### src/rtl/mem_access.sv
// mem_access: load/store unit between EX and the MEM/WB register; runs one req/ack data-bus access per MEM_OP.
// Latency: 1 IDLE cycle + N BUSY cycles until ack (or TIMEOUT abort) + 1 DONE cycle with the result on o_mem_read.
// Backpressure: o_stall holds the pipeline from op issue until the access ends; DONE is the release cycle.
//
// Ports: clk/clr (async active-high); i_mem_op/i_addr/i_wr_data from EX; o_mem_read/o_stall/o_err to pipeline;
//        o_bus_req/o_bus_we/o_bus_addr/o_bus_wdata/o_bus_be and i_bus_ack/i_bus_rdata form the data-memory bus.
// Optional: define MEM_ACCESS_MISALIGN_TRAP_EN to trap misaligned accesses instead of aligning them down.

`ifndef MEM_ACCESS_DEFS
`define MEM_ACCESS_DEFS
`define WORD_W          32
`define ADDR_W          32
`define MEM_OP_W        4
`define MEM_OP_NONE     4'd0
`define MEM_OP_RD_BYTE  4'd1
`define MEM_OP_RD_UBYTE 4'd2
`define MEM_OP_RD_HALF  4'd3
`define MEM_OP_RD_UHALF 4'd4
`define MEM_OP_RD_WORD  4'd5
`define MEM_OP_WR_BYTE  4'd6
`define MEM_OP_WR_HALF  4'd7
`define MEM_OP_WR_WORD  4'd8
`endif

module mem_access #(
  parameter int unsigned TIMEOUT = 255
) (
  input  logic                 clk,
  input  logic                 clr,
  input  logic [`MEM_OP_W-1:0] i_mem_op,
  input  logic [`ADDR_W-1:0]   i_addr,
  input  logic [`WORD_W-1:0]   i_wr_data,
  output logic [`WORD_W-1:0]   o_mem_read,
  output logic                 o_stall,
  output logic                 o_err,
  output logic                 o_bus_req,
  output logic                 o_bus_we,
  output logic [`ADDR_W-1:0]   o_bus_addr,
  output logic [`WORD_W-1:0]   o_bus_wdata,
  output logic [3:0]           o_bus_be,
  input  logic                 i_bus_ack,
  input  logic [`WORD_W-1:0]   i_bus_rdata
);

  localparam int CW = $clog2(TIMEOUT + 1);
  localparam logic [CW-1:0] CNT_LAST = CW'(TIMEOUT - 1);

  typedef enum logic [1:0] {IDLE, BUSY, DONE} state_t;

  state_t               state, state_nxt;
  logic [`MEM_OP_W-1:0] op_q, op_nxt;
  logic [1:0]           lo_q, lo_nxt;
  logic [CW-1:0]        cnt_q, cnt_nxt;
  logic                 req_nxt, we_nxt, err_nxt;
  logic [`ADDR_W-1:0]   addr_nxt;
  logic [`WORD_W-1:0]   wdata_nxt, rd_nxt;
  logic [3:0]           be_nxt;

  // Decode of the incoming op
  logic       in_byte, in_half, in_word, in_store, misalign;
  logic [1:0] in_lo;

  always_comb begin
    in_byte  = (i_mem_op == `MEM_OP_RD_BYTE) || (i_mem_op == `MEM_OP_RD_UBYTE) ||
               (i_mem_op == `MEM_OP_WR_BYTE);
    in_half  = (i_mem_op == `MEM_OP_RD_HALF) || (i_mem_op == `MEM_OP_RD_UHALF) ||
               (i_mem_op == `MEM_OP_WR_HALF);
    in_word  = (i_mem_op == `MEM_OP_RD_WORD) || (i_mem_op == `MEM_OP_WR_WORD);
    in_store = (i_mem_op == `MEM_OP_WR_BYTE) || (i_mem_op == `MEM_OP_WR_HALF) ||
               (i_mem_op == `MEM_OP_WR_WORD);
    misalign = (in_half && i_addr[0]) || (in_word && (i_addr[1:0] != 2'b00));
    // Offset within the word after aligning down to the access size
    in_lo    = in_word ? 2'b00 : (in_half ? {i_addr[1], 1'b0} : i_addr[1:0]);
  end

  // Lane extraction and extension, driven by the latched op/offset
  logic [7:0]         lane_b;
  logic [15:0]        lane_h;
  logic [`WORD_W-1:0] ext;

  always_comb begin
    case (lo_q)
      2'd0:    lane_b = i_bus_rdata[7:0];
      2'd1:    lane_b = i_bus_rdata[15:8];
      2'd2:    lane_b = i_bus_rdata[23:16];
      default: lane_b = i_bus_rdata[31:24];
    endcase
    lane_h = lo_q[1] ? i_bus_rdata[31:16] : i_bus_rdata[15:0];
    case (op_q)
      `MEM_OP_RD_BYTE:  ext = {{24{lane_b[7]}}, lane_b};
      `MEM_OP_RD_UBYTE: ext = {24'h0, lane_b};
      `MEM_OP_RD_HALF:  ext = {{16{lane_h[15]}}, lane_h};
      `MEM_OP_RD_UHALF: ext = {16'h0, lane_h};
      `MEM_OP_RD_WORD:  ext = i_bus_rdata;
      default:          ext = '0;  // stores return 0
    endcase
  end

  // Stall in IDLE only while an op is pending, so DONE is the release cycle
  assign o_stall = ((state == IDLE) && (i_mem_op != `MEM_OP_NONE)) || (state == BUSY);

  always_comb begin
    state_nxt = state;
    op_nxt    = op_q;
    lo_nxt    = lo_q;
    cnt_nxt   = cnt_q;
    req_nxt   = o_bus_req;
    we_nxt    = o_bus_we;
    err_nxt   = o_err;
    addr_nxt  = o_bus_addr;
    wdata_nxt = o_bus_wdata;
    be_nxt    = o_bus_be;
    rd_nxt    = o_mem_read;
    case (state)
      IDLE: begin
        if (i_mem_op != `MEM_OP_NONE) begin
`ifdef MEM_ACCESS_MISALIGN_TRAP_EN
          if (misalign) begin
            state_nxt = DONE;
            err_nxt   = 1'b1;
            rd_nxt    = '0;
          end else begin
`else
          begin
`endif
            state_nxt = BUSY;
            op_nxt    = i_mem_op;
            lo_nxt    = in_lo;
            cnt_nxt   = '0;
            req_nxt   = 1'b1;
            we_nxt    = in_store;
            addr_nxt  = {i_addr[`ADDR_W-1:2], 2'b00};
            if (!in_store) begin
              be_nxt    = 4'hF;
              wdata_nxt = '0;
            end else if (in_byte) begin
              be_nxt    = 4'b0001 << in_lo;
              wdata_nxt = {4{i_wr_data[7:0]}};
            end else if (in_half) begin
              be_nxt    = in_lo[1] ? 4'b1100 : 4'b0011;
              wdata_nxt = {2{i_wr_data[15:0]}};
            end else begin
              be_nxt    = 4'hF;
              wdata_nxt = i_wr_data;
            end
          end
        end
      end
      BUSY: begin
        if (i_bus_ack) begin
          rd_nxt    = ext;
          req_nxt   = 1'b0;
          state_nxt = DONE;
        end else if (cnt_q == CNT_LAST) begin
          rd_nxt    = '0;
          req_nxt   = 1'b0;
          err_nxt   = 1'b1;
          state_nxt = DONE;
        end else begin
          cnt_nxt = cnt_q + CW'(1);
        end
      end
      DONE: begin
        err_nxt   = 1'b0;
        state_nxt = IDLE;
      end
      default: state_nxt = IDLE;
    endcase
  end

  always_ff @(posedge clk or posedge clr) begin
    if (clr) begin
      state       <= IDLE;
      op_q        <= `MEM_OP_NONE;
      lo_q        <= 2'b00;
      cnt_q       <= '0;
      o_bus_req   <= 1'b0;
      o_bus_we    <= 1'b0;
      o_err       <= 1'b0;
      o_bus_addr  <= '0;
      o_bus_wdata <= '0;
      o_bus_be    <= 4'h0;
      o_mem_read  <= '0;
    end else begin
      state       <= state_nxt;
      op_q        <= op_nxt;
      lo_q        <= lo_nxt;
      cnt_q       <= cnt_nxt;
      o_bus_req   <= req_nxt;
      o_bus_we    <= we_nxt;
      o_err       <= err_nxt;
      o_bus_addr  <= addr_nxt;
      o_bus_wdata <= wdata_nxt;
      o_bus_be    <= be_nxt;
      o_mem_read  <= rd_nxt;
    end
  end

endmodule

### config.mk
export PLATFORM = sky130hd
export DESIGN_NAME = mem_access
export DESIGN_NICKNAME = d
export VERILOG_FILES = /design/src/rtl/mem_access.sv
export SDC_FILE = /design/constraint.sdc
export NUM_CORES = 1
export LEC_CHECK = 0
export CORE_UTILIZATION = 46
export DETAILED_ROUTE_END_ITERATION = 16
export PLACE_DENSITY = 0.89
export REMOVE_ABC_BUFFERS = 1
export SLEW_MARGIN = 10
export SYNTH_ARGS = -nofsm -noshare
export SYNTH_HDL_FRONTEND = slang
export SYNTH_SLANG_ARGS = --single-unit
### constraint.sdc
create_clock -name clk -period 5 [get_ports clk]
set_input_delay 1 -clock clk [delete_from_list [all_inputs] [get_ports clk]]
set_output_delay 1 -clock clk [all_outputs]
set_load 0.005 [all_outputs]
==> summary.md <==
| Metric | Value |
|---|---|
| Status | `complete, no violations` |
| Hold Startpoint | `o_bus_addr[8]` |
| # IOs | `207` |
| Sequential area share after synthesis | `0.499` |
| CTS tree | `built` |
| Crit path kind | `input pin to primary output` |
| Drt drc | `0` |
| Crit path DAT | `2.92 ns` |
| Vias in the first global route | `5353` |
| Peak fanout along the critical path | `25` |
| Layout cell share with drive strength beyond 1 | `0.0889` |
| Worst hold slack | `0.475 ns` |
| Avg Cell Area, Syn | `9.73 sq um` |
| GP Congestion | `0.874` |
| Initial core utilization | `0.480` |
| Synthesized cell area | `0.00587 sq mm` |
| PostCTS Resize Cnt | `0` |
| First-pass GRT wire length | `27500 microns` |
| Delay-heaviest family, CP | `buffers and inverters` |
| # rows | `40` |
| CP Capture Type | `primary output` |
| Yosys cell types | `64` |
| H-tree levels | `4` |
| Max-Slew Margin vs Limit | `0.183` |
| Die span in y | `115 microns` |
| Top cells by area, synth | `dfrtp_1 50%, nand2_1 8.4%, mux2i_1 4.1%` |
| CTS Root Cell | `clkbuf_16` |
| Core area | `0.0122 sq mm` |
| Die area | `0.0132 sq mm` |
| Peak supply drop | `0.225 mV` |
| Post-CTS Setup Bufs | `0` |
| Hold Crit Depth | `2` |
| Reg2reg setup slack | `2.42 ns` |
| Input/output buffers | `204` |
| Fin nets | `891` |
| Max-Cap Viols | `0` |
| Ys flop type | `dfrtp_1` |
| Initial antenna violation count | `0` |
| Crit path time final | `3.92 ns` |
| # diodes | `0` |
| R2R Path End | `o_mem_read[17]` |
| Vias/cell | `5.66` |
| Period utilisation layout | `0.784` |
| Synth area leader | `dfrtp_1` |
| Detailed placer's ending HPWL | `12700 microns` |
| Synth warn | `0` |
| Total Routing Usage GR | `0.270` |
| Setup TNS | `0 ns` |
| Max Root-Sink Buffers | `2` |
| Max incr delay on CP | `0.46 ns` |
| Critical Path Most Common Cell | `clkdlybuf4s50_1` |
| Power per cell area | `534 mW/mm^2` |
| # clock sinks | `117` |
| Die Wd | `115 microns` |
| CTS Buf Count | `17` |
| Buf/Inv on CP | `3` |
| Largest net degree at the start of global routing | `72` |
| Fraction of registers with async set or reset after synthesis | `1.00` |
| DRT iter0 DRCs | `409` |
| Tightest Pin Transition | `1.22 ns` |
| Final global-route overflow total | `0` |
| Area Overhead vs Synth | `46.8%` |
| Commonest non-fill, non-tap cell in the layout | `clkdlybuf4s50_1` |
| Worst EP required | `4.00 ns` |
| Post-synth EDFFs | `0` |
| Max Clock Skew | `0.00872 ns` |
| Critical Path Slowest Stage Cell | `clkdlybuf4s50_1` |
| Top cell type's share of synthesized area | `0.499` |
| Final hold vios | `0` |
| Leak Pwr | `3.69 nW` |
| DRT Wirelength | `17800 microns` |
| Cells on worst reg2reg path | `4` |
| Drt pass-1 iters | `5` |
| Vias | `5476` |
| Routed len/inst | `18.4 microns` |
| Fmax | `255 MHz` |
| Hold buffer count at CTS | `0` |
| Mapped Cells | `603` |
| Path type of the worst min-delay path | `register to register` |
| Critical Path, Cell by Cell | `clkdlybuf4s50_1 > buf_4 > or2_2 > nor4_1 > nor2_1 > clkdlybuf4s50_1` |
| Crit path depth | `6` |
| Worst-path clk slew | `0.06 ns` |
| Final setup viols | `0` |
| Worst setup SP type | `input pin` |
| RSZ-0062 raised after global routing | `no` |
| DRT antenna net count | `0` |
| # fillers | `888` |
| Worst-Skew Late Latency | `0.41 ns` |
| Most frequent cells in the layout | `204 x clkdlybuf4s50_1, 132 x nand2_1, 117 x dfrtp_1, 40 x o21ai_0, 36 x nor2_1` |
| R2R Path Start | `state[1]` |
| Hold EP | `o_bus_addr[8]` |
| Yosys reg bits | `117` |
| Final slew viol count | `0` |
## metal layers
layer  global-route usage  up-vias  wire, microns
met2                0.455      279           8620
met3               0.0759       35           1440
met4               0.0970        0            395
met1                0.332     2621           7300
li1                     -     2541              -
met5                    0        -              0
## where the power goes
| group | leakage (nW) | internal, mW | switching [mW] |
|---|---|---|---|
| Sequential | 1.52 | 1.28 | 0.272 |
| Clock | 0.299 | 0.851 | 0.447 |
| Combinational | 1.87 | 0.933 | 0.807 |
| Total | 3.69 | 3.07 | 1.53 |
## registers in the layout, summed over array words and instances (netlist names)
register and cells:
o_bus_req 1, o_mem_read 32, o_err 1, cnt_q 8
state 2, o_bus_wdata 32, o_bus_we 1, o_bus_be 4
o_bus_addr 30, lo_q 2, op_q 4
## metrics by stage
step	setup slack, ns	area [sq um]	util	power, mW	cells
2_1_floorplan	0.899	5640	-	2.28	555
3_3_place_gp	1.17	7970	0.653	3.23	935
3_5_place_dp	1.09	7970	0.653	3.30	935
4_1_cts	1.09	8610	0.705	4.61	967
5_1_grt	1.03	8610	0.705	4.84	967
6_report	1.08	8610	0.705	4.59	967
## area by class of cell
cell class / instances / area, sq um / share of cell area
clock inverters: 14 / 199 / 0.0231
flip-flops and latches: 117 / 2930 / 0.340
well taps: 168 / 210 / 0.0244
multi-input cells: 423 / 2670 / 0.311
repair buffers: 212 / 2100 / 0.244
clock buffers: 18 / 439 / 0.0510
inverters: 15 / 58.8 / 0.00683
## worst min-delay path: cells and delay by family (launching register included)
kind             cells  cell delay (ns)
AND/OR/NAND/NOR      2             0.10
flip-flops           1             0.34
## logic make-up (layout without fill, tap and decap cells)
group,after synthesis,in the layout,synth area share
fa+ha+maj,3,3,0.00597
xor+xnor,5,5,0.00746
flops,117,117,0.499
compound gates,159,159,0.208
buf+inv,64,259,0.0482
mux,32,32,0.0582
other cells,1,2,0.000639
simple gates,222,222,0.173
## cells in the mapped netlist, drive strengths merged, types with 7 or more instances
cell type,number
mux2i,24
a22o,9
a311oi,7
dfrtp,117
nand2,132
o311ai,7
buf,23
clkbuf,26
a221o,16
nor2,36
a211oi,7
a32oi,7
o31ai,11
o2bb2ai,9
nor3b,18
mux2,7
inv,14
a21oi,13
o21ai,43
o221ai,8
## how the worst max path moves through the flow
stage                     to   startpoint
global placement     o_stall  i_mem_op[1]
detailed placement   o_stall  i_mem_op[1]
global route         o_stall  i_mem_op[1]
finish               o_stall  i_mem_op[1]
floorplan           cnt_q[0]          clr
CTS                  o_stall  i_mem_op[1]
No activity file was read; power rests on OpenSTA's default activity.
